**src/rtl/cic_interpolator.sv**
```systemverilog
// N-stage CIC interpolator: low-rate comb chain, zero-stuffing by R, full-rate
// integrator chain and a gain-normalising output shift.
module cic_interpolator #(
  parameter int INPUTWIDTH = 8,
  parameter int N          = 4,
  parameter int MAX_R      = 16,
  parameter int REGWIDTH   = INPUTWIDTH + N * $clog2(MAX_R)
) (
  input  logic                         clk,
  input  logic                         rst,
  input  logic [$clog2(MAX_R):0]       R,
  input  logic signed [INPUTWIDTH-1:0] d_in,
  input  logic                         in_valid,
  output logic                         in_ready,
  output logic signed [INPUTWIDTH-1:0] d_out,
  output logic                         out_valid,
  output logic                         underrun
);

  localparam int RW = $clog2(MAX_R) + 1;
  localparam int PW = (MAX_R > 1) ? $clog2(MAX_R) : 1;

  function automatic logic [7:0] log2_of(input logic [RW-1:0] r);
    logic [7:0] res;
    res = 8'd0;
    for (int b = 0; b < RW; b++) begin
      if (r[b]) begin
        res = 8'(b);
      end else begin
        res = res;
      end
    end
    return res;
  endfunction

  logic [PW-1:0]                p_q, p_d;
  logic [RW-1:0]                rl_q, rl_d, r_eff_s;
  logic signed [REGWIDTH-1:0]   comb_q [N];
  logic signed [REGWIDTH-1:0]   comb_d [N];
  logic signed [REGWIDTH-1:0]   integ_q [N];
  logic signed [REGWIDTH-1:0]   integ_d [N];
  logic signed [REGWIDTH-1:0]   y_s [N+1];
  logic signed [REGWIDTH-1:0]   c_reg_q, c_reg_d;
  logic signed [REGWIDTH-1:0]   x_s, stuff_s, shifted_s;
  logic                         fresh_q, fresh_d;
  logic                         underrun_q, underrun_d;
  logic                         out_valid_q, out_valid_d;
  logic [N:0]                   vpipe_q, vpipe_d;
  logic signed [INPUTWIDTH-1:0] d_out_q, d_out_d;
  logic                         slot_s;
  logic [7:0]                   sh_s;

  assign in_ready  = slot_s & ~rst;
  assign d_out     = d_out_q;
  assign out_valid = out_valid_q;
  assign underrun  = underrun_q;

  // Next-state logic: phase/ratio tracking, comb chain, integrators, output shift.
  always_comb begin
    slot_s  = (p_q == '0);
    r_eff_s = (R == '0) ? RW'(1) : R;
    // The ratio is only sampled at the start of a period so a period never changes length midway.
    rl_d    = slot_s ? r_eff_s : rl_q;
    if (RW'(p_q) + RW'(1) >= rl_d) begin
      p_d = '0;
    end else begin
      p_d = p_q + PW'(1);
    end

    x_s    = in_valid ? {{(REGWIDTH-INPUTWIDTH){d_in[INPUTWIDTH-1]}}, d_in} : '0;
    y_s[0] = x_s;
    for (int k = 0; k < N; k++) begin
      y_s[k+1]  = y_s[k] - comb_q[k];
      comb_d[k] = slot_s ? y_s[k] : comb_q[k];
    end
    c_reg_d = slot_s ? y_s[N] : c_reg_q;
    fresh_d = slot_s;

    stuff_s    = fresh_q ? c_reg_q : '0;
    integ_d[0] = integ_q[0] + stuff_s;
    for (int k = 1; k < N; k++) begin
      integ_d[k] = integ_q[k] + integ_q[k-1];
    end

    sh_s      = 8'(N - 1) * log2_of(rl_d);
    shifted_s = integ_q[N-1] >>> sh_s;
    d_out_d   = shifted_s[INPUTWIDTH-1:0];

    underrun_d  = slot_s & ~in_valid;
    // vpipe[0] goes sticky at the first accepted sample and walks out to the output latency.
    vpipe_d     = {vpipe_q[N-1:0], vpipe_q[0] | (slot_s & in_valid)};
    out_valid_d = vpipe_q[N];
  end

  // State registers with synchronous reset.
  always_ff @(posedge clk) begin
    if (rst) begin
      p_q         <= '0;
      rl_q        <= RW'(1);
      c_reg_q     <= '0;
      fresh_q     <= 1'b0;
      underrun_q  <= 1'b0;
      out_valid_q <= 1'b0;
      vpipe_q     <= '0;
      d_out_q     <= '0;
      for (int k = 0; k < N; k++) begin
        comb_q[k]  <= '0;
        integ_q[k] <= '0;
      end
    end else begin
      p_q         <= p_d;
      rl_q        <= rl_d;
      c_reg_q     <= c_reg_d;
      fresh_q     <= fresh_d;
      underrun_q  <= underrun_d;
      out_valid_q <= out_valid_d;
      vpipe_q     <= vpipe_d;
      d_out_q     <= d_out_d;
      for (int k = 0; k < N; k++) begin
        comb_q[k]  <= comb_d[k];
        integ_q[k] <= integ_d[k];
      end
    end
  end

endmodule

```
**config.mk**
```make
export PLATFORM = sky130hd
export DESIGN_NAME = cic_interpolator
export DESIGN_NICKNAME = d
export VERILOG_FILES = /design/src/rtl/cic_interpolator.sv
export SDC_FILE = /design/constraint.sdc
export NUM_CORES = 1
export LEC_CHECK = 0
export ABC_AREA = 0
export BUFFER_PORTS_ARGS = -buffer_cell sky130_fd_sc_hd__buf_4
export CORE_MARGIN = 1.5
export CORE_UTILIZATION = 58
export CTS_CLUSTER_SIZE = 8
export DETAILED_ROUTE_END_ITERATION = 16
export PLACE_DENSITY_LB_ADDON = 0.3
export SLEW_MARGIN = 30
export SYNTH_ARGS = -nofsm -noshare
export SYNTH_HDL_FRONTEND = slang
export SYNTH_SLANG_ARGS = --single-unit
export TNS_END_PERCENT = 30
```
**constraint.sdc**
```tcl
create_clock -name clk -period 6.7 [get_ports clk]
set_input_delay 0.335 -clock clk [delete_from_list [all_inputs] [get_ports clk]]
set_output_delay 0.335 -clock clk [all_outputs]
set_load 0.005 [all_outputs]
```
# Word-level counts from Yosys, hierarchy flattened
# Memories as Yosys holds them, arrays and structs flattened.
# Cells that the tools add are included.
# word_totals
latchBits	0
in_bits	16
mem_count	2
rom_bits	0
ramBits	192
regBits	49
elab_cells	63
out_inout_bits	11
# op_classes
mul	1
n_eq_ne	0
shifts	1
n_bitwise	14
div	0
reduce_logical	3
add_sub_neg	10
mux	23
magnitude_cmp	1
# memory_table
name	words	width	rd	rd_clocked_by_memory_dff	write_ports	line_no	source
comb_q	4	24	4	0	4	38	logic signed [REGWIDTH-1:0] comb_q [N];
integ_q	4	24	4	0	4	40	logic signed [REGWIDTH-1:0] integ_q [N];
# op_table
operator	count
2-to-1 mux 24 bit	14
adder 24 bit	4
subtractor 24 bit	4
2-to-1 mux 8 bit	3
>>> shifter 24 x 8 -> 8 bit	1
2-to-1 mux 5 bit	2
bitwise OR 1 bit	9
multiplier 2 x 8 -> 8 bit, first input constant	1
adder 4 x 1 -> 5 bit, second input constant	1
greater-or-equal comparator 5 bit	1
logical NOT 5 bit	1
adder 4 x 1 -> 4 bit, second input constant	1
logical NOT 4 bit	1
2-to-1 mux 1 bit	4
AND 1 bit	3
inverter 1 bit	2
OR reduction 2 bit	1

# Longest topological paths before layout
# logic_depth
depth_word	9
ltp_mapped	34
ltp_nobuf	33

# Worst setup path before layout
# OpenSTA, ideal clock, no wires.
# synth_path
path_type	input to register
start	input port in_valid
end	register c_reg_q[18]
setup_ns	0.132
path_stages	32
n_path_buf	1
t_required_ns	6.568
path_slack_ns	0.222
t_arrival_ns	6.346
path_cell_list	clkbuf_1 > nand2_1 > ha_1 > fa_1 > o21ai_0 > a21oi_1 > o21bai_1 > a21o_1 > a21o_1 > a21o_1 > fa_1 > ha_1 > a21o_1 > a21oi_1 > o21ai_0 > a21oi_1 > o21bai_1 > a21oi_1 > xnor2_1 > ha_1 > and3_1 > a31oi_1 > and3_1 > xnor2_1 > ha_1 > a21o_1 > a21o_1 > a2111o_1 > a41o_1 > xor2_1 > nand2_1 > a21oi_1
# synth_rtl
element	line_no	source
start: declaration	13	input logic in_valid,
end signal: assignment	113	c_reg_q <= c_reg_d;
end: declaration	43	logic signed [REGWIDTH-1:0] c_reg_q, c_reg_d;

==> qor.txt <==
status -> complete, no violations
dpl hpwl -> 19.7 mm
Total GRT Usage -> 0.232
maximum fanout along the worst path -> 4
final estimated routing congestion in global placement -> 0.924
Die ar. -> 23100 sq um
first-pass GRT wire length -> 45.7 mm
Seq/Total Area, Yosys -> 0.300
Initial DRC Count -> 429
CP endpoint kind -> flop
initial core utilization -> 0.590
critical path's largest stage delay -> 0.58 ns
ANT nets after route -> 0
clock skew -> 0.0149 ns
syn_nets -> 1764
share of cells above drive strength 1 -> 0.0665
Yosys warning count -> 0
Final setup violation count -> 0
P&R area growth vs syn -> 8.07%
Post-synth ARST share -> 0
worst setup path startpoint -> comb_q[0][0]$_SDFFE_PP0P_
startpoint types -> flop
relative slew slack -> 0.403
Hold WC Path Type -> in2reg
hold_sp -> in_valid
Required @ worst endpoint -> 7.04 ns
gr ovfl total -> 0
post-synth cell types -> 74
flops & latches, synth -> 193
CP max-delay cell -> fa_1
DR WL/cell -> 14.3 microns
H-tree Lvls -> 4
DR vias/cell -> 5.67
largest net degree at the start of global routing -> 95
vias -> 10600
mean area per synthesized cell -> 8.14 sq um
fin. max-slew vios -> 0
num ports -> 27
Total Wirelength -> 26.7 mm
Reg clk slew, reported paths -> 0.07 ns
DR pass1 iterations -> 6
TritonCTS clock tree -> built
EDFF count, synth -> 0
ys flop type -> dfxtp_1
synthesized instance count -> 1583
post-synth top area cell -> dfxtp_1
Clock Latency Late Sink -> 0.43 ns
initial antenna violation count -> 0
Cell Area, Synth -> 12900 sq um
Synth top area share -> 0.300
max frequency -> 156 MHz
number of nets in the layout -> 1761
CP most frequent cell -> a21o_1
DIE HEIGHT -> 152 microns
met3 wire len -> 634 microns
Critical R2R Launch -> comb_q[0][0]$_SDFFE_PP0P_
Die W -> 152 microns
top post-synthesis cells by area -> dfxtp_1 30%, ha_1 15%, a21oi_1 6.1%
row cnt -> 54
Tmin final -> 6.41 ns
area of the core -> 21800 sq um
Clock Sinks -> 193
root buf cell -> clkbuf_16
Max Used Layer -> met4
final hold vios -> 0
Max Cap Viol -> 0
worst-margin pin slew -> 0.895 ns
Worst Path Arrival -> 6.75 ns
fill count -> 1909
fin crit share -> 0.956
vias in the first global route -> 10100
Num CTS Buffers -> 17
hold buffers post-CTS -> 0
# DRC -> 0
Final Core Density -> 0.638
port buffer count -> 26
crit path kind -> reg2reg
met2 WL -> 13.3 mm
Metal-1 WL -> 12.2 mm
clk buf depth -> 2
ANT cells -> 0
==> worst max-delay path: cells and delay by family, from the launching register on <==
kind | cells | cell delay (ns)
AOI/OAI and AO/OA | 18 | 3.15
and+or+nand+nor | 3 | 0.53
DFF | 1 | 0.34
adders and majority gates | 6 | 1.82
xor gates and xnor gates | 3 | 0.46
==> synth_stat cells (all sizes together) (3+ instances only) <==
cell	number
a2111o	3
a211oi	26
a21boi	8
a21o	65
a21oi	157
a31oi	15
and2	28
and3	11
and4	3
buf	14
clkbuf	46
dfxtp	193
fa	10
ha	155
inv	118
mux2	4
mux2i	23
nand2	190
nand2b	15
nand3	11
nand4	8
nor2	140
nor2b	25
nor3	24
o2111ai	3
o211ai	20
o21a	21
o21ai	64
o21bai	20
o31a	3
o31ai	5
or2	3
or3	4
xnor2	63
xor2	51
==> stage by stage <==
step                      instances  hold slack [ns]  setup TNS (ns)  area [sq um]  worst slack, ns
after floorplan                1583            0.414               0         12900            0.222
after global placement         1839            0.421               0         13300            0.107
after detailed placement       1839            0.428         -0.0685         13300          -0.0685
after CTS                      1871            0.115               0         13800            0.146
after global routing           1873            0.141         -0.0658         13900          -0.0551
final                          1873            0.144               0         13900            0.294
==> placed cells by master (no fill, tap or decap), drive strengths merged, types with 8 or more instances in the layout <==
cell	n
o21a	21
a211oi	26
nor2	140
and3	11
ha	155
a31oi	15
a21oi	157
o211ai	20
a21o	65
o21ai	64
buf	38
mux2i	23
nand2	190
fa	10
nand3	11
xnor2	63
nor2b	25
o21bai	20
nor3	24
clkbuf	20
a21boi	8
inv	127
dfxtp	193
xor2	51
nand2b	15
and2	28
nand4	8
==> layer usage <==
layer  vias to the layer above  global-route usage
met4                         0              0.0754
met5                         -                   0
li1                       5453                   -
met1                      4991               0.284
met3                        30              0.0322
met2                       145               0.417
==> path summary, 6_finish.rpt <==
| kind | end | slack, ns | cells after the start |
|---|---|---|---|
| worst max-delay path | c_reg_q[18]$_SDFFE_PP0P_ | 0.29 | 30 |
| worst min-delay path | underrun$_SDFF_PP0_ | 0.14 | 2 |
| worst max register to register | c_reg_q[18]$_SDFFE_PP0P_ | 0.29 | 30 |
| worst min register to register | out_valid$_SDFF_PP0_ | 0.44 | 1 |
==> area by class of cell <==
| class | instances | area, sq um | share of cell area |
|---|---|---|---|
| clock buffers | 20 | 447 | 0.0321 |
| clock inverters | 12 | 114 | 0.00818 |
| inverters | 120 | 452 | 0.0324 |
| multi-input cells | 1210 | 8410 | 0.604 |
| flip-flops and latches | 193 | 3860 | 0.278 |
| well taps | 280 | 350 | 0.0252 |
| repair buffers | 38 | 289 | 0.0208 |
==> sequential cells by signal, indices dropped and copies added (netlist names) <==
name / cells
underrun: 1
out_valid: 1
fresh_q: 1
comb_q: 68
vpipe_q: 5
c_reg_q: 20
d_out: 8
integ_q: 80
p_q: 4
rl_q: 5
==> timing repair <==
item	CTS	global route
endpoints found under the setup margin	0	5
resized for setup	0	18
buffers inserted	0	2
==> cells by family (layout without fill, tap and decap cells) <==
logic type,after synthesis,in the layout,synth area share
XOR/XNOR,114,114,0.0775
multiplexers,27,27,0.0226
adder cells (fa/ha/maj),165,165,0.166
buffers and inverters,180,190,0.0541
flip-flops,193,193,0.300
AO/OA/AOI/OAI,434,434,0.217
AND/OR/NAND/NOR,470,470,0.163
Power is left out: the tool's default activity adds up to more than one toggle a clock period on the data nets, which glitch-free logic cannot reach.
